File: config.mk
export PLATFORM = sky130hd
export DESIGN_NAME = pc_unit
export DESIGN_NICKNAME = d
export VERILOG_FILES = /design/src/rtl/pc_pkg.sv /design/src/rtl/pc_ras.sv /design/src/rtl/pc_unit.sv
export SDC_FILE = /design/constraint.sdc
export NUM_CORES = 1
export LEC_CHECK = 0
export CAP_MARGIN = 5
export CORE_ASPECT_RATIO = 1.5
export CORE_UTILIZATION = 40
export DETAILED_ROUTE_END_ITERATION = 10
export DONT_BUFFER_PORTS = 1
export GPL_ROUTABILITY_DRIVEN = 0
export PLACE_DENSITY_LB_ADDON = 0.2
export SLEW_MARGIN = 20
export SYNTH_ARGS = -nofsm -noshare
export SYNTH_HDL_FRONTEND = slang
export SYNTH_HIERARCHICAL = 1
export SYNTH_SLANG_ARGS = --single-unit
export TNS_END_PERCENT = 20
File: constraint.sdc
create_clock -name i_clk -period 3.5 [get_ports i_clk]
set_input_delay 0.7 -clock i_clk [delete_from_list [all_inputs] [get_ports i_clk]]
set_output_delay 0.7 -clock i_clk [all_outputs]
set_load 0.02 [all_outputs]
File: src/rtl/pc_pkg.sv
// rtl/pc_pkg.sv - shared constants and next-PC select encoding for the PC unit
//
// Purpose: default widths and vectors for pc_unit / pc_ras, plus the
//          next-PC source encoding used by the priority selector.
// Ports:   none (package).
package pc_pkg;

  localparam int          XLEN_DEF         = 32;
  localparam int          INSTR_BYTES_DEF  = 4;
  localparam int          RAS_DEPTH_DEF    = 4;
  localparam logic [31:0] RESET_VECTOR_DEF = 32'h0000_0000;
  localparam logic [31:0] TRAP_VECTOR_DEF  = 32'h0000_0100;

  typedef enum logic [2:0] {
    SEL_INC  = 3'd0,
    SEL_BR   = 3'd1,
    SEL_JMP  = 3'd2,
    SEL_RET  = 3'd3,
    SEL_TRAP = 3'd4
  } next_sel_e;

endpackage

File: src/rtl/pc_ras.sv
// rtl/pc_ras.sv - circular return-address stack
//
// Purpose: fixed-depth circular stack of return addresses. A push when full
//          overwrites the oldest entry; a pop when empty is refused.
// Ports:
//   i_clk, i_rst_n   clock, asynchronous active-low reset
//   i_push           push i_push_data
//   i_pop            pop the top entry
//   i_push_data      address to push
//   o_top            current top entry (valid when !o_empty)
//   o_empty, o_full  occupancy flags
//   o_overflow       strobe: push while full (oldest entry lost)
//   o_underflow      strobe: pop while empty
module pc_ras #(
  parameter int XLEN  = 32,
  parameter int DEPTH = 4
) (
  input  logic            i_clk,
  input  logic            i_rst_n,
  input  logic            i_push,
  input  logic            i_pop,
  input  logic [XLEN-1:0] i_push_data,
  output logic [XLEN-1:0] o_top,
  output logic            o_empty,
  output logic            o_full,
  output logic            o_overflow,
  output logic            o_underflow
);

  localparam int PW = $clog2(DEPTH);
  localparam int CW = PW + 1;

  // r_ptr is the next free slot; the top lives one slot below it.
  logic [PW-1:0]   r_ptr;
  logic [CW-1:0]   r_count;
  logic [XLEN-1:0] r_mem [DEPTH];
  logic [PW-1:0]   w_top_idx;
  logic            w_do_pop;

  assign w_top_idx   = r_ptr - PW'(1);
  assign o_top       = r_mem[w_top_idx];
  assign o_empty     = (r_count == '0);
  assign o_full      = (r_count == CW'(DEPTH));
  assign w_do_pop    = i_pop & ~o_empty;
  assign o_underflow = i_pop & o_empty;
  // Pop+push together replaces the top in place, so it never overflows.
  assign o_overflow  = i_push & ~w_do_pop & o_full;

  always_ff @(posedge i_clk or negedge i_rst_n) begin
    if (!i_rst_n) begin
      r_ptr   <= '0;
      r_count <= '0;
    end else if (w_do_pop && !i_push) begin
      r_ptr   <= r_ptr - PW'(1);
      r_count <= r_count - CW'(1);
    end else if (i_push && !w_do_pop) begin
      r_ptr   <= r_ptr + PW'(1);
      if (!o_full) r_count <= r_count + CW'(1);
    end
  end

  // Entry contents need no reset.
  always_ff @(posedge i_clk) begin
    if (w_do_pop && i_push) r_mem[w_top_idx] <= i_push_data;
    else if (i_push)        r_mem[r_ptr]     <= i_push_data;
  end

endmodule

File: src/rtl/pc_unit.sv
// rtl/pc_unit.sv - fetch-stage program counter with return-address stack
//
// Purpose: holds the architectural PC and picks the next PC from
//          trap > ret > jump > branch > increment, with call/return prediction
//          through pc_ras. Optional macro MISALIGN_TRAP_EN: misaligned
//          redirects trap instead of having their low bits cleared.
// Ports:
//   i_clk, i_rst_n     clock, asynchronous active-low reset
//   i_pc_write         1 = PC may advance, 0 = stall
//   i_branch_taken     PC-relative branch, i_branch_offset signed bytes
//   i_jump_valid       absolute jump to i_jump_target
//   i_call             with i_jump_valid: push return address
//   i_ret              next PC from RAS top, pop
//   i_trap             redirect to TRAP_VECTOR, overrides stall
//   o_pc_out           current PC (registered)
//   o_pc_plus          o_pc_out + INSTR_BYTES
//   o_ras_empty/full   RAS occupancy
//   o_ras_err          sticky RAS overflow/underflow
//   o_misalign         one-cycle pulse on a trapped misaligned redirect
module pc_unit
  import pc_pkg::*;
#(
  parameter int              XLEN         = XLEN_DEF,
  parameter logic [XLEN-1:0] RESET_VECTOR = RESET_VECTOR_DEF,
  parameter logic [XLEN-1:0] TRAP_VECTOR  = TRAP_VECTOR_DEF,
  parameter int              INSTR_BYTES  = INSTR_BYTES_DEF,
  parameter int              RAS_DEPTH    = RAS_DEPTH_DEF
) (
  input  logic            i_clk,
  input  logic            i_rst_n,
  input  logic            i_pc_write,
  input  logic            i_branch_taken,
  input  logic [XLEN-1:0] i_branch_offset,
  input  logic            i_jump_valid,
  input  logic [XLEN-1:0] i_jump_target,
  input  logic            i_call,
  input  logic            i_ret,
  input  logic            i_trap,
  output logic [XLEN-1:0] o_pc_out,
  output logic [XLEN-1:0] o_pc_plus,
  output logic            o_ras_empty,
  output logic            o_ras_full,
  output logic            o_ras_err,
  output logic            o_misalign
);

  localparam logic [XLEN-1:0] ALIGN_MASK = ~(XLEN'(INSTR_BYTES - 1));

  logic [XLEN-1:0] r_pc;
  logic            r_ras_err;
  next_sel_e       w_sel;
  logic [XLEN-1:0] w_target;
  logic [XLEN-1:0] w_ras_top;
  logic            w_update;
  logic            w_mis_trap;
  logic            w_push;
  logic            w_pop;
  logic            w_overflow;
  logic            w_underflow;

  assign o_pc_out  = r_pc;
  assign o_pc_plus = r_pc + XLEN'(INSTR_BYTES);
  assign o_ras_err = r_ras_err;
  // Trap is the only control that acts through a stall.
  assign w_update  = i_pc_write | i_trap;

  always_comb begin
    w_sel = SEL_INC;
    if (i_trap)              w_sel = SEL_TRAP;
    else if (i_ret)          w_sel = SEL_RET;
    else if (i_jump_valid)   w_sel = SEL_JMP;
    else if (i_branch_taken) w_sel = SEL_BR;
  end

  always_comb begin
    w_target = o_pc_plus;
    case (w_sel)
      SEL_TRAP: w_target = TRAP_VECTOR;
      // Return on an empty stack falls through to sequential fetch.
      SEL_RET:  w_target = o_ras_empty ? o_pc_plus : w_ras_top;
      SEL_JMP:  w_target = i_jump_target;
      SEL_BR:   w_target = r_pc + i_branch_offset;
      default:  w_target = o_pc_plus;
    endcase
  end

`ifdef MISALIGN_TRAP_EN
  logic w_redirect;
  logic r_misalign;
  assign w_redirect = (w_sel == SEL_RET) || (w_sel == SEL_JMP) || (w_sel == SEL_BR);
  assign w_mis_trap = w_update && w_redirect && ((w_target & ~ALIGN_MASK) != '0);
  assign o_misalign = r_misalign;

  always_ff @(posedge i_clk or negedge i_rst_n) begin
    if (!i_rst_n) r_misalign <= 1'b0;
    else          r_misalign <= w_mis_trap;
  end
`else
  assign w_mis_trap = 1'b0;
  assign o_misalign = 1'b0;
`endif

  // A misalign trap suppresses all stack activity for that redirect.
  assign w_pop  = w_update && (w_sel == SEL_RET) && !w_mis_trap;
  assign w_push = w_update && !i_trap && i_jump_valid && i_call && !w_mis_trap;

  pc_ras #(
    .XLEN  (XLEN),
    .DEPTH (RAS_DEPTH)
  ) u_ras (
    .i_clk       (i_clk),
    .i_rst_n     (i_rst_n),
    .i_push      (w_push),
    .i_pop       (w_pop),
    .i_push_data (o_pc_plus),
    .o_top       (w_ras_top),
    .o_empty     (o_ras_empty),
    .o_full      (o_ras_full),
    .o_overflow  (w_overflow),
    .o_underflow (w_underflow)
  );

  always_ff @(posedge i_clk or negedge i_rst_n) begin
    if (!i_rst_n) begin
      r_pc      <= RESET_VECTOR;
      r_ras_err <= 1'b0;
    end else if (w_update) begin
      r_pc      <= w_mis_trap ? TRAP_VECTOR : (w_target & ALIGN_MASK);
      r_ras_err <= r_ras_err | w_overflow | w_underflow;
    end
  end

endmodule

==> results of run 1 <==
==> registers in the layout, summed over array words and instances (netlist names) <==
| register | flops |
|---|---|
| o_ras_err | 1 |
| u_ras/r_count | 3 |
| u_ras/r_mem | 120 |
| o_pc_out | 30 |
| u_ras/r_ptr | 2 |
==> cell type report <==
cell class,count,share of cell area (%)
Inverter,15,0.5313
Sequential cell,156,42.54
Multi-Input combinational cell,570,42.66
Clock buffer,18,4.144
Timing Repair Buffer,78,5.832
Tap cell,276,3.259
Clock inverter,14,1.039
==> report_power, final <==
part / switching [mW] / internal [mW] / total, mW / leakage (nW)
sequential: 0.400 / 2.30 / 2.70 / 1.54
clock: 0.805 / 0.938 / 1.74 / 0.266
combinational: 1.77 / 1.29 / 3.05 / 2.23
total: 2.97 / 4.53 / 7.50 / 4.04
==> layer usage <==
metal,global-route usage (%),vias up
li1,-,3176
met1,28.88,3479
met2,41.99,261
met3,6.019,50
met4,12.42,0
met5,0,-
==> worst paths after layout <==
check / from / to / slack [ns]
setup reg to reg: o_pc_out[2]$_DFFE_PN0N_ / o_pc_out[28]$_DFFE_PN0N_ / 0.39
min in group i_clk: i_jump_target[16] / o_pc_out[16]$_DFFE_PN0N_ / 0.51
hold / removal: i_rst_n / o_pc_out[22]$_DFFE_PN0N_ / 0.10
max in group asynchronous: i_rst_n / o_pc_out[2]$_DFFE_PN0N_ / 3.15
hold reg to reg: o_pc_out[17]$_DFFE_PN0N_ / o_pc_out[17]$_DFFE_PN0N_ / 0.53
setup / recovery: o_pc_out[3]$_DFFE_PN0N_ / o_pc_plus[18] / 0.1
==> timing repair <==
action	in CTS	in global routing
endpoints found under the hold margin	36	0
setup buffers	2	0
endpoints found under the setup margin	9	8
hold buffers	1	0
resized for setup	4	5
pin swaps	1	0
==> metrics.yaml, run 1 <==
run_status:
  outcome: "finished, final reports clean"
placement:
  portBuffers: 0
  placed_cells: 1092
  placed_area_sq_um: 9965
  place_ws_ns: 0.2057
  dpl.hpwl_um: 20910
synth:
  syn_avg_cell_area_sq_um: 11.70
  synth_warnings: 6
  mappedNetlistArea_sq_um: 9275
  postSynthCellCount: 793
final_layout:
  num_antenna_cells: 0
  area_growth_syn_to_layout_pct: 14.26
  ff_latch_area_sq_um: 4508
  final_cells: 1127
  layout.nets: 942
  multi_input_area_sq_um: 4521
  post-route-util_pct: 47.00
  nFillCells: 2001
  layout_common_cells: "edfxtp_1 (120), buf_4 (76), nand2_1 (47), nor2_1 (47), a21oi_1 (45)"
  design_area_sq_um: 10600
  layout_commonest_cell: "edfxtp_1"
  layout-drive-gt1-share_pct: 22.21
grt:
  antenna_found_initial: 0
  first_global_vias: 7197
  grt_max_degree: 37
  grt_use_total_pct: 24.68
  grt_first_pass_wirelength_um: 43240
  gr-total-overflow: 0
worst_setup_path:
  cpMaxStageDelayCell: "dfrtp_1"
  cp-start-kind: "flop"
  cp_slowest_stage_delay_ns: 0.44
  crit_fanout: 7
  cp_data_required_time_ns: 2.80
  crit_arrival_ns: 2.70
  cp_top_family: "simple AND/OR/NAND/NOR gates"
  crit_top_cell: "buf_4"
  worstSetupPathType: "flop to output port"
  crit_path_end_kind: "output port"
  crit_buf_inv: 2
  crit_chain: "ha_2, nand2_1, nor3_4, buf_4, and4_1, nand4_1, xnor2_2, buf_4"
  cp_num_cells: 8
  r2r_cells: 11
clock_tree:
  cts_htree_levels: 4
  cts_buffers: 17
  cts_tree: "yes"
  cts.root.buffer_cell: "clkbuf_16"
  clk_path_buf_depth: 2
  cts.sinks: 156
  clk_pin_slew_ns: 0.06
  clock_latency_ns: 0.44
detailed_routing:
  via_per_inst: 6.181
  drt_iter0_drc: 609
  drt-total-wl_um: 28710
  met2_length_um: 14450
  wl_met3_um: 1957
  ant_nets: 0
  wire_per_inst_um: 25.47
  drc_errors: 0
  drt_pass1_iterations: 5
  drt-met1-wl_um: 11180
  via_count: 6966
  top_layer_used: "met4"
die:
  num_io_pins: 140
  die_y_um: 188.5
  die_area_sq_um: 23810
  initial_utilization_pct: 41.13
  die_w_um: 126.3
  rows: 67
  core_sq_um: 22550
power:
  pwr_density_cell_nw_per_um2: 707.7
  ir_drop_v: 0.0003479
  p_leak_nw: 4.040
  fin_total_pwr_mw: 7.500
min_path:
  hp-class: "input port to async pin"
sta:
  setup_tns_ns: 0
  setup_viol: 0
  hold_viol_final: 0
  worst_hold_slack_ns: 0.1008
  fin_skew_ns: 0.009447
  fin_ws_ns: 0.09701
  slew_headroom_pct: 42.07
  fmax_mhz: 293.9
  finalCritPeriodShare_pct: 97.23
  maxSlewViolCount: 0
  tightest_slew_ns: 0.8690
  fin_crit_ns: 3.403
  rsz0062_at_grt: "yes"
run:
  drv_cap: 0
Note: power is estimated with default switching activity, not from simulation.
==> inputs of run 2 (changes only) <==
Settings changed: CORE_MARGIN set to 5.
==> run 2 against run 1 <==
Effect of this change:
- cell count grew 0.27%
- wire length grew 2.4%
- register-to-register slack worse by 0.26 ns
- global-route usage decreased by 2.6 points
- fmax down 2.2%
- clock power grew 6%
- sequential share of layout area fell by 0.064 points
- final area hardly changed
- largest cell class unchanged
- largest power group unchanged
- highest routed layer unchanged
==> metrics.yaml, run 2 (synthesis gave the netlist of run 1 again) <==
run_status:
  outcome: "finished, final reports clean"  # unchanged
clock_tree:
  cts.root.buffer_cell: "clkbuf_16"  # unchanged
  clk_path_buf_depth: 2  # unchanged
  cts.sinks: 156  # unchanged
  clk_pin_slew_ns: 0.06  # about the same
  clock_latency_ns: 0.43  # was 0.44 ns
  cts_buffers: 17  # unchanged
  cts_tree: "yes"  # unchanged
  cts_htree_levels: 4  # unchanged
detailed_routing:
  drt_pass1_iterations: 5  # unchanged
  via_per_inst: 6.253  # was 6.181
  drc_errors: 0  # unchanged
  via_count: 7066  # was 6966
  wire_per_inst_um: 26.02  # was 25.47 um
  ant_nets: 0  # unchanged
  drt_iter0_drc: 556  # was 609
  drt-total-wl_um: 29410  # was 28710 um
grt:
  grt_use_total_pct: 22.10  # was 24.68%
  gr-total-overflow: 0  # unchanged
  antenna_found_initial: 1  # was 0
  grt_first_pass_wirelength_um: 43950  # was 43240 um
  first_global_vias: 7078  # was 7197
  grt_max_degree: 37  # unchanged
sta:
  setup_viol: 0  # unchanged
  hold_viol_final: 0  # unchanged
  fin_crit_ns: 3.479  # was 3.403 ns
  tightest_slew_ns: 0.8611  # was 0.8690 ns
  setup_tns_ns: 0  # unchanged
  fin_skew_ns: 0.008031  # was 0.009447 ns
  finalCritPeriodShare_pct: 99.40  # was 97.23%
  maxSlewViolCount: 0  # unchanged
  rsz0062_at_grt: "yes"  # unchanged
  slew_headroom_pct: 42.18  # was 42.07%
  fmax_mhz: 287.4  # was 293.9 MHz
power:
  ir_drop_v: 0.0003805  # was 0.0003479 V
  p_leak_nw: 4.026  # was 4.040 nW
  pwr_density_cell_nw_per_um2: 715.2  # was 707.7 nW/um^2
worst_setup_path:
  crit_buf_inv: 1  # was 2
  cpMaxStageDelayCell: "dfrtp_1"  # unchanged
  crit_chain: "and4_1, and4_4, and3_1, and3_1, xor2_1, buf_4"  # was ha_2, nand2_1, nor3_4, buf_4, and4_1, nand4_1, xnor2_2, buf_4
  crit_end: "o_pc_plus[30]"  # was o_pc_plus[18]
  crit_arrival_ns: 2.78  # was 2.70 ns
  r2r-start: "o_pc_out[2]$_DFFE_PN0N_"  # unchanged
  rrSetupSlack_ns: 0.13  # was 0.39 ns
  cp_top_family: "simple AND/OR/NAND/NOR gates"  # unchanged
  worstSetupStartpoint: "o_pc_out[17]$_DFFE_PN0N_"  # was o_pc_out[3]$_DFFE_PN0N_
  cp-start-kind: "flop"  # unchanged
  worstSetupPathType: "flop to output port"  # unchanged
  cp_num_cells: 6  # was 8
  cp_slowest_stage_delay_ns: 0.69  # was 0.44 ns
  crit_top_cell: "and3_1"  # was buf_4
  crit_path_end_kind: "output port"  # unchanged
  cp_data_required_time_ns: 2.80  # about the same
  r2r-end: "o_pc_out[28]$_DFFE_PN0N_"  # unchanged
  r2r_cells: 12  # was 11
  crit_fanout: 7  # unchanged
die:
  initial_utilization_pct: 40.38  # was 41.13%
  num_io_pins: 140  # unchanged
  die_w_um: 134.3  # was 126.3 um
  die_y_um: 196.5  # was 188.5 um
  core_sq_um: 22970  # was 22550 sq um
  rows: 68  # was 67
  die_area_sq_um: 26400  # was 23810 sq um
final_layout:
  nFillCells: 2099  # was 2001
  area_growth_syn_to_layout_pct: 14.37  # was 14.26%
  largest_reg_flops: 120  # unchanged
  regMostFlops: "u_ras/r_mem"  # unchanged
  layout_common_cells: "edfxtp_1 (120), buf_4 (76), nand2_1 (47), nor2_1 (47), a21oi_1 (44)"  # was edfxtp_1 (120), buf_4 (76), nand2_1 (47), nor2_1 (47), a21oi_1 (45)
  layout-drive-gt1-share_pct: 20.73  # was 22.21%
  final_cells: 1130  # was 1127
  layout_commonest_cell: "edfxtp_1"  # unchanged
  layout.nets: 941  # was 942
min_path:
  hp-class: "input port to async pin"  # unchanged
placement:
  placed_cells: 1095  # was 1092
  portBuffers: 0  # unchanged
  dpl.hpwl_um: 21490  # was 20910 um
run:
  drv_cap: 0  # unchanged
[run 2: cell count changes in the layout (fill, tap and decap cells not counted), sizes merged]
cell      previous run  this run
diode                0         1
clkbuf              18        22
inv                 21        15
clkinv               5         4
clkinvlp             3         2
buf                 78        77
bufinv               0         3
[run 2: cell type report]
cell class | count | area, sq um | share of cell area, %
clock buffers | 22 | 454.2 | 4.282
diodes | 1 | 2.502 | 0.02359
inverters | 15 | 56.30 | 0.5308
multi-input cells | 570 | 4518 | 42.59
clock inverters | 9 | 122.6 | 1.156
repair buffers | 77 | 598.1 | 5.638
flip-flops and latches | 156 | 4506 | 42.47
well taps | 280 | 350.3 | 3.303
[run 2: layer usage]
metal  routed length (um)  GRT usage [%]  vias up
li1                     -              -     3176
met1                11760          27.98     3540
met2                14430          35.77      287
met3                 1977          4.903       63
met4                 1236          11.02        0
met5                    0              0        -
[run 2: worst register-to-register path, delay by kind of cell, from the launching register on]
kind            cells  cell delay, ns
compound gates      5            1.43
xor+xnor            1            0.16
fa+ha+maj           2            0.66
buf+inv             2            0.28
flops               1            0.46
simple gates        2            0.26
[run 2: stage by stage]
step           cell area (sq um)  hold WS (ns)  setup slack [ns]  util (%)  total power, mW
3_3_place_gp                9955        0.4068           -0.1966     43.33            5.653
2_1_floorplan               9294        0.4044           -0.2917         -            4.844
5_1_grt                    10610        0.1164          -0.09384     46.18            7.963
6_report                   10610        0.1203           0.02109     46.18            7.587
4_1_cts                    10580        0.1083           0.04509     46.07            7.604
3_5_place_dp                9955        0.4063           -0.2110     43.33            5.727
[run 2: power by group]
group / total [mW] / leakage [nW] / internal (mW) / switching (mW)
Clock: 1.84 / 0.275 / 1.13 / 0.715
Combinational: 2.99 / 2.20 / 1.25 / 1.73
Sequential: 2.76 / 1.55 / 2.30 / 0.457
[run 2: worst min-delay path by stage]
stage,cells after the start,end,slack (ns),from
floorplan,0,o_pc_out[10]$_DFFE_PN0N_,0.40,i_rst_n
CTS,1,o_pc_out[23]$_DFFE_PN0N_,0.11,i_rst_n
detailed placement,0,o_pc_out[23]$_DFFE_PN0N_,0.41,i_rst_n
global placement,0,o_pc_out[23]$_DFFE_PN0N_,0.41,i_rst_n
global route,1,o_pc_out[23]$_DFFE_PN0N_,0.12,i_rst_n
finish,1,o_pc_out[23]$_DFFE_PN0N_,0.12,i_rst_n
[run 2: repair_timing]
action                                 in CTS  in global routing
hold buffers                                1                  0
buffers inserted                            2                  0
pin swaps                                   1                  0
endpoints found under the hold margin      36                  0
resized for setup                           2                  3
setup endpoints to repair                   7                  7
==> inputs of run 3 (changes only) <==
Settings changed: REMOVE_ABC_BUFFERS set to 1.
==> run 3 against run 2 <==
Effect of this change:
- non-clock buffer count fell by 5
- cell count down 0.27%
- fmax is 4.6% higher
- combinational power increased by 2%
- utilization about the same
- critical endpoint unchanged
- sequential power fell by 3%
- sequential cell count unchanged
- critical path depth grew 2
- largest power group unchanged
- largest cell class unchanged
- hold slack worse by 0.022 ns
- die area did not move
==> metrics.yaml, run 3 (synthesis gave the netlist of run 1 again) <==
worst_setup_path:
  crit_fanout: 6  # was 7
  crit_arrival_ns: 2.63  # was 2.78 ns
  cp_slowest_stage_delay_ns: 0.49  # was 0.69 ns
  r2r-end: "o_pc_out[28]$_DFFE_PN0N_"  # unchanged
  cpMaxStageDelayCell: "dfrtp_2"  # was dfrtp_1
  r2r_cells: 11  # was 12
  rrSetupSlack_ns: 0.42  # was 0.13 ns
  cp_data_required_time_ns: 2.80  # about the same
  crit_path_end_kind: "output port"  # unchanged
  crit_chain: "ha_2, nand2_1, nor3_4, and3_2, buf_4, and3_1, xor2_1, buf_4"  # was and4_1, and4_4, and3_1, and3_1, xor2_1, buf_4
  worstSetupPathType: "flop to output port"  # unchanged
  crit_top_cell: "buf_4"  # was and3_1
  cp-start-kind: "flop"  # unchanged
  r2r-start: "o_pc_out[2]$_DFFE_PN0N_"  # unchanged
min_path:
  hp-class: "input port to async pin"  # unchanged
sta:
  fin_crit_ns: 3.326  # was 3.479 ns
  fin_skew_ns: 0.009120  # was 0.008031 ns
  fmax_mhz: 300.7  # was 287.4 MHz
  setup_viol: 0  # unchanged
  finalCritPeriodShare_pct: 95.02  # was 99.40%
  hold_viol_final: 0  # unchanged
  fin_ws_ns: 0.1741  # was 0.02109 ns
  worst_hold_slack_ns: 0.09838  # was 0.1203 ns
  maxSlewViolCount: 0  # unchanged
  slew_headroom_pct: 31.45  # was 42.18%
  tightest_slew_ns: 1.021  # was 0.8611 ns
die:
  die_area_sq_um: 26400  # unchanged
  initial_utilization_pct: 40.38  # unchanged
  die_y_um: 196.5  # unchanged
  num_io_pins: 140  # unchanged
  die_w_um: 134.3  # unchanged
  rows: 68  # unchanged
  core_sq_um: 22970  # unchanged
grt:
  antenna_found_initial: 1  # unchanged
  gr-total-overflow: 0  # unchanged
  grt_first_pass_wirelength_um: 43840  # was 43950 um
  grt_max_degree: 37  # unchanged
  first_global_vias: 7310  # was 7078
  grt_use_total_pct: 22.15  # was 22.10%
detailed_routing:
  drt-total-wl_um: 29060  # was 29410 um
  via_count: 7006  # was 7066
  drt_iter0_drc: 519  # was 556
  drc_errors: 0  # unchanged
  via_per_inst: 6.217  # was 6.253
  drt_pass1_iterations: 6  # was 5
  ant_nets: 0  # unchanged
  wire_per_inst_um: 25.79  # was 26.02 um
placement:
  place_ws_ns: 0.2003  # was -0.2110 ns
  placed_cells: 1092  # was 1095
  placed_area_sq_um: 9957  # was 9955 sq um
  dpl.hpwl_um: 20910  # was 21490 um
  portBuffers: 0  # unchanged
final_layout:
  design_area_sq_um: 10610  # about the same
  layout-drive-gt1-share_pct: 21.89  # was 20.73%
  layout.nets: 936  # was 941
  layout_commonest_cell: "edfxtp_1"  # unchanged
  regMostFlops: "u_ras/r_mem"  # unchanged
  area_growth_syn_to_layout_pct: 14.35  # was 14.37%
  final_cells: 1127  # was 1130
  layout_common_cells: "edfxtp_1 (120), buf_4 (69), nand2_1 (47), nor2_1 (47), a21oi_1 (45)"  # was edfxtp_1 (120), buf_4 (76), nand2_1 (47), nor2_1 (47), a21oi_1 (44)
  largest_reg_flops: 120  # unchanged
power:
  p_leak_nw: 3.996  # was 4.026 nW
  pwr_density_cell_nw_per_um2: 712.3  # was 715.2 nW/um^2
  ir_drop_v: 0.0004094  # was 0.0003805 V
clock_tree:
  cts_buffers: 17  # unchanged
  cts_htree_levels: 4  # unchanged
  cts_tree: "yes"  # unchanged
  clk_path_buf_depth: 2  # unchanged
  clock_latency_ns: 0.44  # was 0.43 ns
  cts.root.buffer_cell: "clkbuf_16"  # unchanged
  clk_pin_slew_ns: 0.07  # was 0.06 ns
  cts.sinks: 156  # unchanged
run_status:
  outcome: "finished, final reports clean"  # unchanged
run:
  drv_cap: 0  # unchanged
[run 3: cell types whose count changed in the layout (fill, tap and decap cells not counted), moves of 2 or more]
cell,before,now
buf_12,0,2
clkinvlp_4,2,4
dfrtp_2,1,8
buf_4,76,69
clkinv_2,2,4
dfrtp_1,35,28
clkbuf_1,4,2
[run 3: cell type report]
type                    count  area, sq um
multi-input cells         570         4526
well taps                 280        350.3
fillers                  2126        12370
inverters                  15        56.30
clock inverters            12        122.6
repair buffers             72        585.6
clock buffers              20        446.7
diodes                      2        5.005
flip-flops and latches    156         4514
[run 3: worst max-delay path by stage]
stage                                  startpoint                      endpoint  slack [ns]  cells past startpoint
after detailed placement  o_pc_out[3]$_DFFE_PN0N_                 o_pc_plus[31]        0.20                      7
after global routing      o_pc_out[3]$_DFFE_PN0N_                 o_pc_plus[30]      -0.007                      8
after global placement         i_branch_offset[2]      o_pc_out[28]$_DFFE_PN0N_        0.24                     11
after CTS                 o_pc_out[4]$_DFFE_PN0N_                 o_pc_plus[17]       0.004                      5
final                     o_pc_out[3]$_DFFE_PN0N_                 o_pc_plus[30]        0.17                      8
after floorplan                             i_ret  u_ras/r_mem[1][10]$_DFFE_PP_       -1.09                      5
[run 3: what timing repair did]
item / CTS / global route
endpoints found under the hold margin: 36 / 0
hold buffers: 1 / 0
endpoints found under the setup margin: 7 / 10
pin swaps: 0 / 0
resized for setup: 3 / 11
setup buffers: 0 / 0
[run 3: layer usage]
| layer | wire length [um] | track usage [%] | vias to the layer above | part of all wire (%) |
|---|---|---|---|---|
| li1 | - | - | 3160 | - |
| met4 | 1164 | 11.25 | 0 | 4.0 |
| met3 | 1954 | 5.899 | 63 | 6.7 |
| met1 | 10860 | 24.65 | 3525 | 37 |
| met5 | 0 | 0 | - | 0 |
| met2 | 15080 | 38.83 | 258 | 52 |
[run 3: worst max-delay path: cells and delay by family, from the launching register on]
| family | cells | cell delay, ns |
|---|---|---|
| AND/OR/NAND/NOR | 4 | 0.90 |
| flip-flops | 1 | 0.49 |
| buffers and inverters | 2 | 0.33 |
| adder cells (fa/ha/maj) | 1 | 0.29 |
| XOR/XNOR | 1 | 0.17 |
[run 3: stage by stage]
step,utilization [%],power (mW),setup TNS (ns)
floorplan,-,4.738,-63.95
global placement,43.34,5.627,0
detailed placement,43.34,5.708,0
CTS,46.01,7.559,0
global route,46.16,7.938,-0.006963
finish,46.17,7.554,0
[run 3: power by group]
part	internal (mW)	switching, mW	leakage, nW
Clock	1.06	0.772	0.269
Combinational	1.27	1.77	2.19
Sequential	2.31	0.372	1.54
Total	4.64	2.91	4.00
